===== src/rtl/seq_ctrl_pkg.sv =====
// Shared types, defaults and helpers for the serial stream controller and its match core.
package seq_ctrl_pkg;

    typedef enum logic {
        IDLE  = 1'b0,
        SHIFT = 1'b1
    } state_t;

    localparam int         HIST_W      = 8;
    localparam logic [7:0] DEF_PATTERN = 8'b0000_0110;
    localparam logic [3:0] DEF_LEN     = 4'd3;

    // Pattern length is stored already clamped to 1..HIST_W.
    function automatic logic [3:0] clamp_len(input logic [3:0] len);
        if (len == 4'd0) begin
            return 4'd1;
        end
        if (len > 4'(HIST_W)) begin
            return 4'(HIST_W);
        end
        return len;
    endfunction

    function automatic logic [HIST_W-1:0] len_mask(input logic [3:0] len);
        logic [HIST_W:0] m;
        m = ((HIST_W+1)'(1) << len) - (HIST_W+1)'(1);
        return m[HIST_W-1:0];
    endfunction

endpackage


===== src/rtl/seq_match_core.sv =====
// Bit history, masked pattern compare, registered match pulse, saturating
// match counter and sticky threshold interrupt.
module seq_match_core
    import seq_ctrl_pkg::*;
#(
    parameter int CNT_W = 16
) (
    input  logic               clk,
    input  logic               rst,
    input  logic               clr,
    input  logic               bit_in,
    input  logic               bit_valid,
    input  logic [7:0]         pattern,
    input  logic [3:0]         len,
    input  logic [CNT_W-1:0]   thresh,
    input  logic               irq_clr,
    output logic               match,
    output logic [CNT_W-1:0]   match_cnt,
    output logic               irq
);

    logic [HIST_W-1:0] hist;
    logic [HIST_W-1:0] hist_next;
    logic [HIST_W-1:0] mask;
    logic [3:0]        fill;
    logic [3:0]        fill_next;
    logic [CNT_W-1:0]  cnt_inc;
    logic              hit;

    always_comb begin
        hist_next = {hist[HIST_W-2:0], bit_in};
        fill_next = (fill == 4'(HIST_W)) ? fill : fill + 4'd1;
        mask      = len_mask(len);
        cnt_inc   = match_cnt + CNT_W'(1);
    end

    // hit marks the cycle in which the counter has just stepped onto the threshold.
    always_ff @(posedge clk or posedge rst) begin
        if (rst) begin
            hist      <= '0;
            fill      <= '0;
            match     <= 1'b0;
            match_cnt <= '0;
            hit       <= 1'b0;
            irq       <= 1'b0;
        end else if (clr) begin
            hist      <= '0;
            fill      <= '0;
            match     <= 1'b0;
            match_cnt <= '0;
            hit       <= 1'b0;
            irq       <= 1'b0;
        end else begin
            match <= 1'b0;
            if (bit_valid) begin
                hist  <= hist_next;
                fill  <= fill_next;
                match <= ((hist_next & mask) == (pattern & mask)) && (fill_next >= len);
            end
            hit <= 1'b0;
            if (match && (match_cnt != '1)) begin
                match_cnt <= cnt_inc;
                hit       <= (thresh != '0) && (cnt_inc == thresh);
            end
            irq <= hit || (irq && !irq_clr);
        end
    end

endmodule


===== src/rtl/seq_stream_ctrl.sv =====
// Word-to-bit serializer with valid/ready input, pattern configuration and
// the match core that watches the serialized stream.
module seq_stream_ctrl
    import seq_ctrl_pkg::*;
#(
    parameter int W     = 8,
    parameter int CNT_W = 16
) (
    input  logic             clk,
    input  logic             rst,
    input  logic             cfg_we,
    input  logic [7:0]       cfg_pattern,
    input  logic [3:0]       cfg_len,
    input  logic [CNT_W-1:0] cfg_thresh,
    output logic             cfg_err,
    input  logic             s_valid,
    output logic             s_ready,
    input  logic [W-1:0]     s_data,
    output logic             bit_out,
    output logic             bit_valid,
    output logic             match,
    output logic [CNT_W-1:0] match_cnt,
    output logic             irq,
    input  logic             irq_clr,
    output logic             busy,
    output logic             state
);

    localparam int IDX_W = $clog2(W);

    // Handshake: a word moves only when s_valid and s_ready are both high at
    // a rising edge; s_data is captured on that edge. s_ready is registered
    // and is high in IDLE and on the final bit of a word.
    state_t             st;
    logic [W-1:0]       sreg;
    logic [IDX_W-1:0]   idx;
    logic               ready;
    logic [7:0]         pat;
    logic [3:0]         len;
    logic [CNT_W-1:0]   thr;
    logic               xfer;
    logic               cfg_ok;

    assign xfer      = s_valid && ready;
    assign cfg_ok    = cfg_we && (st == IDLE) && !xfer;
    assign s_ready   = ready;
    assign bit_valid = (st == SHIFT);
    assign busy      = (st == SHIFT);
    assign state     = st;
    assign bit_out   = (st == SHIFT) && sreg[W-1];

    always_ff @(posedge clk or posedge rst) begin
        if (rst) begin
            st    <= IDLE;
            sreg  <= '0;
            idx   <= '0;
            ready <= 1'b0;
        end else begin
            case (st)
                IDLE: begin
                    if (xfer) begin
                        sreg  <= s_data;
                        idx   <= IDX_W'(W - 1);
                        st    <= SHIFT;
                        ready <= 1'b0;
                    end else begin
                        ready <= 1'b1;
                    end
                end
                SHIFT: begin
                    if (idx == '0) begin
                        // Back-to-back reload keeps bit_valid high with no bubble.
                        if (xfer) begin
                            sreg  <= s_data;
                            idx   <= IDX_W'(W - 1);
                            ready <= 1'b0;
                        end else begin
                            st    <= IDLE;
                            ready <= 1'b1;
                        end
                    end else begin
                        sreg  <= {sreg[W-2:0], 1'b0};
                        idx   <= idx - IDX_W'(1);
                        ready <= (idx == IDX_W'(1));
                    end
                end
                default: begin
                    st    <= IDLE;
                    ready <= 1'b0;
                end
            endcase
        end
    end

    always_ff @(posedge clk or posedge rst) begin
        if (rst) begin
            pat     <= DEF_PATTERN;
            len     <= DEF_LEN;
            thr     <= '0;
            cfg_err <= 1'b0;
        end else begin
            cfg_err <= cfg_we && !cfg_ok;
            if (cfg_ok) begin
                pat <= cfg_pattern;
                len <= clamp_len(cfg_len);
                thr <= cfg_thresh;
            end
        end
    end

    seq_match_core #(
        .CNT_W(CNT_W)
    ) u_core (
        .clk       (clk),
        .rst       (rst),
        .clr       (cfg_ok),
        .bit_in    (bit_out),
        .bit_valid (bit_valid),
        .pattern   (pat),
        .len       (len),
        .thresh    (thr),
        .irq_clr   (irq_clr),
        .match     (match),
        .match_cnt (match_cnt),
        .irq       (irq)
    );

endmodule


===== config.mk =====
export PLATFORM = sky130hd
export DESIGN_NAME = seq_stream_ctrl
export DESIGN_NICKNAME = d
export VERILOG_FILES = /design/src/rtl/seq_ctrl_pkg.sv /design/src/rtl/seq_match_core.sv /design/src/rtl/seq_stream_ctrl.sv
export SDC_FILE = /design/constraint.sdc
export NUM_CORES = 1
export LEC_CHECK = 0
export ABC_AREA = 1
export BUFFER_PORTS_ARGS = -buffer_cell sky130_fd_sc_hd__buf_4
export CORE_MARGIN = 3
export CORE_UTILIZATION = 50
export CTS_BUF_LIST = sky130_fd_sc_hd__clkbuf_4
export CTS_CLUSTER_SIZE = 30
export DETAILED_ROUTE_END_ITERATION = 10
export PLACE_DENSITY_LB_ADDON = 0.2
export SYNTH_ARGS = -nofsm -noshare
export SYNTH_HDL_FRONTEND = slang
export SYNTH_SLANG_ARGS = --single-unit
export TNS_END_PERCENT = 50

===== constraint.sdc =====
create_clock -name clk -period 2 [get_ports clk]
set_clock_uncertainty 0.15 [all_clocks]
set_input_delay 0.2 -clock clk [delete_from_list [all_inputs] [get_ports clk]]
set_output_delay 0.2 -clock clk [all_outputs]
set_load 0.05 [all_outputs]

### Word-level counts from Yosys, hierarchy flattened

Index checks and enable logic that the tools add are counted.

* add/subtract/negate cells: 4
* magnitude comparators: 2
* eq/ne operators: 5
* shifts and indexed selects: 1
* multiplexer cells: 33
* bitwise logic cells: 3
* reductions and logical operators: 18

Operator list (number)
* $mux W16: 2
* $mux W4: 7
* $add A16 B1 Y16 const B: 1
* $and A8 B8 Y8: 2
* $eq A16 B16 Y1: 1
* $mux W8: 2
* $ne A16 B16 Y1 const B: 1
* $pmux W8 S2: 1
* $reduce_bool A16 Y1: 1
* $mux W1: 14
* $mux W7: 2
* $logic_and A1 B1 Y1: 9
* $eq A8 B8 Y1: 1
* $shl A1 B4 Y8 const A: 1
* $sub A8 B2 Y8 const B: 1
* $mux W3: 2
* $pmux W3 S2: 1
* $add A4 B1 Y4 const B: 1
* $eq A4 B4 Y1 const B: 1
* $ge A4 B4 Y1: 1
* $gt A4 B4 Y1 const B: 1
* $logic_not A4 Y1: 1
* $pmux W1 S2: 2
* $reduce_bool A2 Y1: 2
* 6 further kinds: 8

* register bits: 72
* output and inout bits: 24
* word-level logic and storage cells: 80

### Depth between registers and ports, before layout

Gate-level depths: netlist (run 1).

* depth in word-level cells: 8
* gate-level depth with buffers: 12
* mapped depth without buffers: 12

### By module

Synthesis (run 1) repeated with hierarchy kept, for this count alone.

* cell total of the unflattened synthesis: 569
* area, all modules: 4230.3 µm²

Modules (own cells, without submodules)
* seq_match_core: times used 1, cells each 345, area an instance 2387.3 µm², seq. area each 750.7 µm²
* seq_stream_ctrl: times used 1, cells each 224, area an instance 1843.0 µm², seq. area each 1056.0 µm²

### Least setup slack after synthesis (run 1)

No wires, ideal clock.

* path type: register -> register
* start point: reg u_core.match_cnt[0]
* end point: reg u_core.match_cnt[12]
* data arrival time: 1.857 ns
* required time: 1.723 ns
* slack: -0.134 ns
* stages on the path, launching flop included: 9
* path buffers: 1
* period minus slack after synthesis: 2.134 ns
* cells stage by stage: dfrtp_1 ha_1 nand2_2 nor2_4 nand2_2 o21a_4 nand2_4 buf_6 o22ai_1

* longest elaborated chain between the ends: 3
* elaborated cells on any way between the ends: 6
* those cells by class: 1 x add/sub; 1 x eq/ne; 2 x mux; 2 x reduce/logical

RTL lines
* start, declared: RTL line seq_match_core.sv:18 `output logic [CNT_W-1:0] match_cnt,`
* start signal, assigned: RTL line seq_match_core.sv:62 `match_cnt <= cnt_inc;`
* $add A16 B1 Y16 or $ne A16 B16 Y1 (tied branches): RTL line seq_match_core.sv:34, seq_match_core.sv:61
* $mux W16 or $logic_and A1 B1 Y1 (tied branches): RTL line seq_match_core.sv:61 `if (match && (match_cnt != '1)) begin`
* $mux W16 or $reduce_bool A2 Y1 (tied branches)

Parallel ways exist; a longest one is shown, timed or not. The select of a mux whose other input is x is not followed.
A chain may end at the register's enable or synchronous reset.

### Final worst setup path (run 1)

* start point: reg u_core.match_cnt[0]
* end point: reg u_core.hit

* longest elaborated chain between the ends: 5
* elaborated cells on any way between the ends: 7
* those cells by class: 1 x add/sub; 2 x eq/ne; 2 x mux; 2 x reduce/logical

RTL lines
* $add A16 B1 Y16: RTL line seq_match_core.sv:34 `cnt_inc = match_cnt + CNT_W'(1);`
* $eq A16 B16 Y1: RTL line seq_match_core.sv:63 `hit <= (thresh != '0) && (cnt_inc == thresh);`
* $logic_and A1 B1 Y1: RTL line seq_match_core.sv:63
* $mux W1 (*): RTL line seq_match_core.sv:61
* $mux W1 (*): RTL line seq_match_core.sv:46 `end else if (clr) begin`
* end signal, assigned: RTL line seq_match_core.sv:63
* end, declared: RTL line seq_match_core.sv:28 `logic hit;`

Every way passes the cells marked *; elsewhere a longest branch is shown, timed or not.

==> out/metrics.yaml, run 1 <==
pwr:
  power_density_mw_per_mm2: 1147
  leakage_uw: 0.002564
  ir_drop_mv: 0.9022
  p_total_uw: 6088
drt:
  antenna_left: 0
  drt_iter0_markers: 194
  num_vias: 3888
  wl_met3_um: 557
  first_pass_iters: 5
  wirelength_mm: 10.47
  drc_errors: 0
  wire_per_inst_um: 14.06
  route.met2.wl_mm: 5.233
  via_per_inst: 5.219
  met1_length_mm: 4.404
  highest_layer: "met4"
timing:
  fin_crit_sh_pct: 97.14
  rsz0062_at_grt: "yes"
  final-setup-viol-count: 0
  fmax_mhz: 514.7
  fin_crit_ps: 1943
  drv_slew: 0
  max_slew_margin_pct: 63.09
  worstMarginPinSlew_ps: 552.5
  hold_ws_ps: 76.21
  hold_viol: 0
  fin_tns_setup_ps: 0
grt:
  track_usage_pct: 23.90
  antenna_found_initial: 0
  overflow: 0
  grt_max_degree: 40
  grt_first_pass_wirelength_mm: 16.89
  grt_pass1_vias: 3674
cells_and_area:
  areaGrowthSynthToFinish_pct: 31.84
  drive_gt1_share_pct: 20.84
  fin_area_mm2: 0.005310
  nets: 690
  diodes: 0
floorplanning:
  die_x_um: 95.75
  ios: 65
  start_util_pct: 51.85
  core_mm2: 0.007767
  die_h_um: 95.75
  die_area_mm2: 0.009168
  num_rows: 32
synth:
  synth_largest_area_cell: "dfrtp_1"
  post_synth_num_cell_types: 33
  synthTopCellsByArea: "dfrtp_1 (42%), nand2_1 (13%), inv_1 (6.8%)"
  synth.cell_area_mm2: 0.004028
  syn_inst: 521
  syn_nets: 573
  ys_seq_area_share_pct: 44.86
  async_reset_ff_share_pct: 100.0
  ys_ff_latch: 72
  synth_edf_count: 0
  synth_ff_type: "dfrtp_1"
  yosysTopAreaCellShare_pct: 42.25
  avgSynthCellArea_um2: 7.731
  ys.warnings.count: 0
placed_design:
  portBuffers: 64
  dp_hpwl_mm: 7.424
  placed_cell_area_mm2: 0.004663
  place_congestion: 0.9407
clocking:
  clock-sinks: 72
  clk_latency_ps: 420
  clkTransAtPathRegs_ps: 120
  ctsHtreeMaxLevel: 3
  cts_tree: "done"
  clock-root-buffer: "clkbuf_4"
  cts_made_buffers: 9
  cts_buffer_depth: 2
critical_path:
  crit_fanout: 7
  critPathKind: "register to register"
  start_kind: "register"
  required_ps: 2210
  crit_arrival_ps: 2150
  endpoint_kind: "register"
flow_run:
  drv_cap: 0
status:
  status: "finished clean"
worst_hold_path:
  hp-class: "input port to register"
## final timing paths
path,startpoint,slack [ps],end,depth (start not counted)
worst min register to register,pat[2],340,pat[2],2
min in group asynchronous,rst,240,pat[7],3
max in group asynchronous,rst,950,s_ready,4
worst max register to register,u_core.match_cnt[0],60,u_core.hit,10
worst min-delay path,s_valid,80,len[3],4
worst max-delay path,u_core.match_cnt[0],60,u_core.hit,10
## what timing repair did
action / CTS / global route
gates resized for setup: 1 / 17
hold buffers: 41 / 0
buffers inserted: 0 / 4
pin swaps: 0 / 3
endpoints found under the hold margin: 56 / 0
setup endpoints to repair: 1 / 9
cloned: 0 / 0
## synthesized netlist by cell type (3+ instances only)
master,instances
dfstp_2,4
inv_1,73
ha_1,11
nand2_1,139
xor2_1,8
nand3_1,40
a21oi_1,23
o21ai_1,3
buf_2,4
xnor2_1,3
nand2_2,3
dfrtp_1,68
clkbuf_1,5
o22ai_1,14
o22ai_2,10
nor2_1,46
nand4_1,9
o21ai_0,34
## cell type report
class	instances	area, µm²
Multi-Input combinational cell	359	1928
Sequential cell	72	1808
Clock buffer	11	82.58
Inverter	77	295.3
Fill cell	674	2457
Tap cell	102	127.6
Clock inverter	5	47.55
Timing Repair Buffer	119	1021
## per-layer routing
| metal | up-vias | track usage, % |
|---|---|---|
| li1 | 1920 | - |
| met1 | 1824 | 30.70 |
| met2 | 116 | 40.53 |
| met3 | 28 | 3.284 |
| met4 | 0 | 9.834 |
| met5 | - | 0 |
## registers in the layout (all words and copies together) (netlist names), 3 cells and up
| name | count |
|---|---|
| thr | 16 |
| u_core.match_cnt | 16 |
| pat | 8 |
| sreg | 8 |
| u_core.hist | 7 |
| len | 4 |
| u_core.fill | 4 |
| idx | 3 |
## kinds of logic after synthesis
kind of cell             synth area share [%]
XOR/XNOR                                2.392
buffers and inverters                   9.133
flip-flops                              44.86
adder cells (fa/ha/maj)                 3.417
AND/OR/NAND/NOR                         26.16
AO/OA/AOI/OAI                           14.04
## through the flow
step                      utilization (%)  setup WS, ps  std cells
after floorplan                         -        -134.4        521
after global placement              60.04         1.148        684
after detailed placement            60.04        -21.92        684
after CTS                           67.03         10.44        741
after global routing                68.36        -75.46        745
final                               68.36         57.22        745
## worst max-delay path, cell delays in order (launching register included)
cell and delay (ps):
dfrtp_1 460, ha_4 180, nand2_2 80, nor2_4 230, buf_4 150, nand4_1 130, nand3_1 120, nand2_1 50
nor2_1 100, nand3_1 110, nor2_1 120
## layout by cell type, fill, tap and decap left out, drive strengths merged
master,instances
or2,1
xor2,8
a21oi,23
o21ai,37
o21a,1
clkinvlp,1
nand3,41
a211oi,2
o22ai,24
o211ai,2
nor2,50
xnor2,3
clkbuf,11
bufinv,1
dfstp,4
nand4,9
nand2,144
dfrtp,68
clkinv,5
nor3,2
inv,75
buf,78
a22oi,1
dlygate4sd3,41
ha,11
## power by group
part / switching (µW) / internal (µW) / total [µW]
Clock: 521 / 398 / 919
Sequential: 357 / 2000 / 2350
Combinational: 1730 / 1090 / 2820
Note: power is estimated with default switching activity, not from simulation.
==> run 2: changes to the inputs <==
- CELL_PAD_IN_SITES_DETAIL_PLACEMENT: default -> 0
- CELL_PAD_IN_SITES_GLOBAL_PLACEMENT: default -> 1
- CORE_UTILIZATION: 50 -> 39
==> out/metrics.yaml, run 2 (synthesis gave the netlist of run 1 again) <==
placed_design:
  place_ws_ps: 48.13  # was -21.92 ps
  portBuffers: 64  # unchanged
  dp_hpwl_mm: 7.659  # was 7.424 mm
  place_congestion: 0.8567  # was 0.9407
cells_and_area:
  final_common_cell: "nand2_1"  # unchanged
  drive_gt1_share_pct: 22.15  # was 20.84%
  areaGrowthSynthToFinish_pct: 31.84  # unchanged
  layout_common_cells: "nand2_1 (139), buf_4 (77), inv_1 (70)"  # was nand2_1 (138), buf_4 (76), inv_1 (71)
  nets: 688  # was 690
  reg_top3: "thr: 16 flops, u_core.match_cnt: 16 flops"  # unchanged
  fill_cells: 967  # was 674
  diodes: 0  # unchanged
clocking:
  cts_tree: "done"  # unchanged
  ctsHtreeMaxLevel: 3  # unchanged
  clock-root-buffer: "clkbuf_4"  # unchanged
  clk_latency_ps: 440  # was 420 ps
  clock-sinks: 72  # unchanged
  clkTransAtPathRegs_ps: 140  # was 120 ps
  cts_buffer_depth: 2  # unchanged
  cts_made_buffers: 9  # unchanged
pwr:
  power_density_mw_per_mm2: 1157  # was 1147 mW/mm²
  ir_drop_mv: 1.022  # was 0.9022 mV
  p_switching_uw: 2739  # was 2605 µW
  leakage_uw: 0.002527  # was 0.002564 µW
  clock_power_share_pct: 14.2  # was 15.1%
  combPwrFrac_pct: 47.6  # was 46.3%
  swShare_pct: 44.57  # was 42.79%
  p_seq_share_pct: 38.2  # was 38.6%
  p_int_uw: 3407  # was 3483 µW
timing:
  rsz0062_at_grt: "yes"  # unchanged
  setup_ws_ps: 85.83  # was 57.22 ps
  hold_ws_ps: 95.16  # was 76.21 ps
  hold_viol: 0  # unchanged
  drv_slew: 0  # unchanged
  max_slew_margin_pct: 73.35  # was 63.09%
  final-setup-viol-count: 0  # unchanged
  fmax_mhz: 522.4  # was 514.7 MHz
  fin_crit_ps: 1914  # was 1943 ps
  fin_crit_sh_pct: 95.71  # was 97.14%
  worstMarginPinSlew_ps: 399.7  # was 552.5 ps
grt:
  track_usage_pct: 19.20  # was 23.90%
  grt_max_degree: 73  # was 40
  grt_first_pass_wirelength_mm: 17.57  # was 16.89 mm
  grt_pass1_vias: 3636  # was 3674
  overflow: 0  # unchanged
  antenna_found_initial: 0  # unchanged
drt:
  num_vias: 3761  # was 3888
  route.met2.wl_mm: 5.044  # was 5.233 mm
  highest_layer: "met4"  # unchanged
  via_per_inst: 4.859  # was 5.219
  wl_met3_um: 441  # was 557 µm
  first_pass_iters: 4  # was 5
  drt_iter0_markers: 181  # was 194
  met1_length_mm: 4.936  # was 4.404 mm
  wire_per_inst_um: 13.73  # was 14.06 µm
  antenna_left: 0  # unchanged
  drc_errors: 0  # unchanged
  wirelength_mm: 10.63  # was 10.47 mm
flow_run:
  drv_cap: 0  # unchanged
floorplanning:
  ios: 65  # unchanged
  num_rows: 36  # was 32
  die_x_um: 107.6  # was 95.75 µm
  start_util_pct: 40.64  # was 51.85%
  core_mm2: 0.009910  # was 0.007767 mm²
  die_h_um: 107.6  # was 95.75 µm
  die_area_mm2: 0.01158  # was 0.009168 mm²
critical_path:
  critPathKind: "register to register"  # unchanged
  crit_fanout: 4  # was 7
  cp_slowest_cell: "dfrtp_1"  # unchanged
  endpoint_kind: "register"  # unchanged
  crit_top_cell: "nand2_1"
  crit_path_max_incr_delay_ps: 450  # was 460 ps
  required_ps: 2210  # about the same
  crit_path_cell_trace: "ha_4 > nand3_1 > nor2_2 > nand2_1 > nand2_1 > nand2_1 > nand2_1 > nand2_1 > nor2_1 > nand3_1 > nor2_1"  # was ha_4 > nand2_2 > nor2_4 > buf_4 > nand4_1 > nand3_1 > nand2_1 > nor2_1 > nand3_1 > nor2_1
  crit_arrival_ps: 2120  # was 2150 ps
  start_kind: "register"  # unchanged
status:
  status: "finished clean"  # unchanged
worst_hold_path:
  hp-class: "input port to register"  # unchanged
[run 2: layout make-up]
| cell class | instances | area, µm² | share of cell area (%) |
|---|---|---|---|
| multi-input combinational | 359 | 1926 | 36.26 |
| sequential | 72 | 1812 | 34.12 |
| timing repair buffer | 117 | 988.4 | 18.61 |
| inverter | 77 | 295.3 | 5.561 |
| tap | 133 | 166.4 | 3.134 |
| clock buffer | 9 | 67.56 | 1.272 |
| clock inverter | 7 | 55.05 | 1.037 |
[run 2: power by group through the flow]
stage          registers (µW)  logic, µW  clock network, µW
2_1_floorplan            2370       1960                  0
6_report                 2350       2930                870
3_5_place_dp             2370       2740                  0
3_3_place_gp             2370       2690                  0
4_1_cts                  2340       2810                896
5_1_grt                  2420       3350                952
[run 2: timing repair]
| item | CTS | global route |
|---|---|---|
| hold buffers | 39 | 0 |
| resized for setup | 0 | 21 |
| setup endpoints to repair | 0 | 18 |
| setup buffers | 0 | 4 |
| hold endpoints to repair | 106 | 0 |
[run 2: worst paths after layout]
check / start / endpoint / slack [ps] / cells past startpoint
hold / removal: s_valid / sreg[4] / 100 / 5
hold reg to reg: pat[2] / pat[2] / 330 / 2
max in group asynchronous: rst / pat[2] / 1070 / 4
setup reg to reg: u_core.match_cnt[0] / u_core.hit / 90 / 11
min in group asynchronous: rst / thr[0] / 270 / 4
setup / recovery: u_core.match_cnt[0] / u_core.hit / 90 / 11
[run 2: worst max-delay path: cells and delay by family (launching register included)]
kind,cells,cell delay [ps]
AND/OR/NAND/NOR,10,1080
adder cells (fa/ha/maj),1,170
flip-flops,1,450
[run 2: layer usage]
| layer | track usage (%) | up-vias |
|---|---|---|
| met4 | 4.869 | 0 |
| met1 | 24.88 | 1751 |
| li1 | - | 1919 |
| met2 | 32.50 | 74 |
| met3 | 4.319 | 17 |
| met5 | 0 | - |
[run 2: metrics by stage]
step                      std cells  setup TNS (ps)  instance area, µm²  util (%)  power [µW]
after floorplan                 521           -1485                4031         -        4333
after global placement          715               0                4690     47.32        5056
after detailed placement        715               0                4690     47.32        5108
after CTS                       770               0                5202     52.50        6044
after global routing            774          -41.47                5310     53.59        6723
final                           774               0                5310     53.59        6146
==> run 3: changes to the inputs <==
- CORE_UTILIZATION: 39 -> 43
- clock period: 2 -> 1.9 ns (I/O delays scaled with it)
==> out/metrics.yaml, run 3 (synthesis gave the netlist of run 1 again) <==
timing:
  setup_ws_ps: 39.88  # was 85.83 ps
  final-setup-viol-count: 0  # unchanged
  rsz0062_at_grt: "yes"  # unchanged
  fin_crit_sh_pct: 97.90  # was 95.71%
  fmax_mhz: 537.6  # was 522.4 MHz
  fin_tns_setup_ps: 0  # unchanged
  hold_ws_ps: 84.61  # was 95.16 ps
  worstMarginPinSlew_ps: 409.4  # was 399.7 ps
  drv_slew: 0  # unchanged
  hold_viol: 0  # unchanged
  max_slew_margin_pct: 72.65  # was 73.35%
  fin_crit_ps: 1860  # was 1914 ps
floorplanning:
  core_mm2: 0.008891  # was 0.009910 mm²
  die_area_mm2: 0.01056  # was 0.01158 mm²
  num_rows: 34  # was 36
  die_h_um: 102.8  # was 107.6 µm
  ios: 65  # unchanged
  start_util_pct: 45.30  # was 40.64%
  die_x_um: 102.8  # was 107.6 µm
worst_hold_path:
  worst_hold_path.num_cells: 5  # unchanged
  hp-class: "input port to register"  # unchanged
drt:
  wirelength_mm: 10.80  # was 10.63 mm
  drc_errors: 0  # unchanged
  wire_per_inst_um: 14.28  # was 13.73 µm
  via_per_inst: 5.058  # was 4.859
  first_pass_iters: 4  # unchanged
  antenna_left: 0  # unchanged
  num_vias: 3824  # was 3761
  drt_iter0_markers: 156  # was 181
critical_path:
  crit_fanout: 3  # was 4
  required_ps: 2090  # was 2210 ps
  crit_top_cell: "nand4_1"  # was nand2_1
  rr_worst_depth: 9  # was 11
  critPathKind: "register to register"  # unchanged
  cp_slowest_cell: "dfrtp_1"  # unchanged
  endpoint_kind: "register"  # unchanged
  crit_path_cell_trace: "inv_2 > ha_4 > nand3_4 > xor2_2 > ha_2 > nand4_1 > nand3_1 > nand4_1 > nor2_1"  # was ha_4 > nand3_1 > nor2_2 > nand2_1 > nand2_1 > nand2_1 > nand2_1 > nand2_1 > nor2_1 > nand3_1 > nor2_1
  crit_path_max_incr_delay_ps: 430  # was 450 ps
  crit_arrival_ps: 2060  # was 2120 ps
  start_kind: "register"  # unchanged
pwr:
  power_density_mw_per_mm2: 1239  # was 1157 mW/mm²
  p_total_uw: 6783  # was 6146 µW
  leakage_uw: 0.002611  # was 0.002527 µW
  ir_drop_mv: 0.7449  # was 1.022 mV
cells_and_area:
  reg_top3: "thr: 16 flops, u_core.match_cnt: 16 flops"  # unchanged
  drive_gt1_share_pct: 25.46  # was 22.15%
  nets: 695  # was 688
  diodes: 0  # unchanged
  final_core_util_pct: 61.60  # was 53.59%
  final_common_cell: "nand2_1"  # unchanged
  layout_common_cells: "nand2_1 (130), buf_4 (82), inv_1 (69)"  # was nand2_1 (139), buf_4 (77), inv_1 (70)
  areaGrowthSynthToFinish_pct: 35.97  # was 31.84%
grt:
  grt_first_pass_wirelength_mm: 17.37  # was 17.57 mm
  antenna_found_initial: 0  # unchanged
  grt_pass1_vias: 3765  # was 3636
  track_usage_pct: 20.99  # was 19.20%
  overflow: 0  # unchanged
  grt_max_degree: 38  # was 73
clocking:
  cts_buffer_depth: 2  # unchanged
  clkTransAtPathRegs_ps: 120  # was 140 ps
  cts_made_buffers: 9  # unchanged
  clock-sinks: 72  # unchanged
  ctsHtreeMaxLevel: 3  # unchanged
  cts_tree: "done"  # unchanged
  clk_latency_ps: 410  # was 440 ps
  clock-root-buffer: "clkbuf_4"  # unchanged
status:
  status: "finished clean"  # unchanged
placed_design:
  dp_hpwl_mm: 7.748  # was 7.659 mm
  place_congestion: 0.9323  # was 0.8567
  place_ws_ps: -3.999  # was 48.13 ps
  portBuffers: 64  # unchanged
flow_run:
  drv_cap: 0  # unchanged
## run 3: cell types whose count changed in the layout (fill, tap and decap cells not counted), sizes merged
cell,delta
bufinv,+2
clkinvlp,-1
clkinv,-1
inv,-2
clkbuf,+2
buf,+7
## run 3: repair_timing
| action | in CTS | in global routing |
|---|---|---|
| hold endpoints to repair | 93 | 0 |
| resized for setup | 1 | 45 |
| setup buffers | 0 | 6 |
| hold buffers | 39 | 0 |
| pin swaps | 0 | 20 |
| endpoints found under the setup margin | 1 | 8 |
## run 3: cell type report
class	count	area, µm²
multi-input cells	359	2023
inverters	77	295.3
fillers	793	3415
clock inverters	5	81.33
flip-flops and latches	72	1810
repair buffers	124	1049
clock buffers	11	82.58
well taps	108	135.1
## run 3: routing by layer
layer  track usage, %  share of wire, %  vias up
met5                0                 0        -
met4            6.773               1.8        0
met3            3.112               3.4       19
met2            34.01                48       85
met1            29.07                47     1800
li1                 -                 -     1920
## run 3: where the power goes
part / total (µW) / switching, µW / internal (µW)
combinational: 3160 / 1920 / 1230
clock: 1140 / 578 / 564
sequential: 2480 / 385 / 2100
## run 3: path summary, 6_finish.rpt
path | slack (ps) | to | start
setup reg to reg | 40 | u_core.match | u_core.fill[1]
min in group asynchronous | 170 | thr[0] | rst
hold reg to reg | 340 | pat[2] | pat[2]
setup / recovery | 40 | u_core.match | u_core.fill[1]
hold / removal | 80 | pat[5] | s_valid
max in group asynchronous | 790 | pat[1] | rst
## run 3: worst max-delay path, delay by kind of cell (launching register included)
family / cells / cell delay [ps]
and+or+nand+nor: 5 / 490
adders and majority gates: 2 / 450
DFF: 1 / 430
xor gates and xnor gates: 1 / 190
buffers and inverters: 1 / 90
## run 3: metrics by stage
step	cells	cell area, µm²
6_report	756	5477
5_1_grt	756	5477
4_1_cts	750	5253
3_5_place_dp	695	4696
3_3_place_gp	695	4696
2_1_floorplan	521	4031
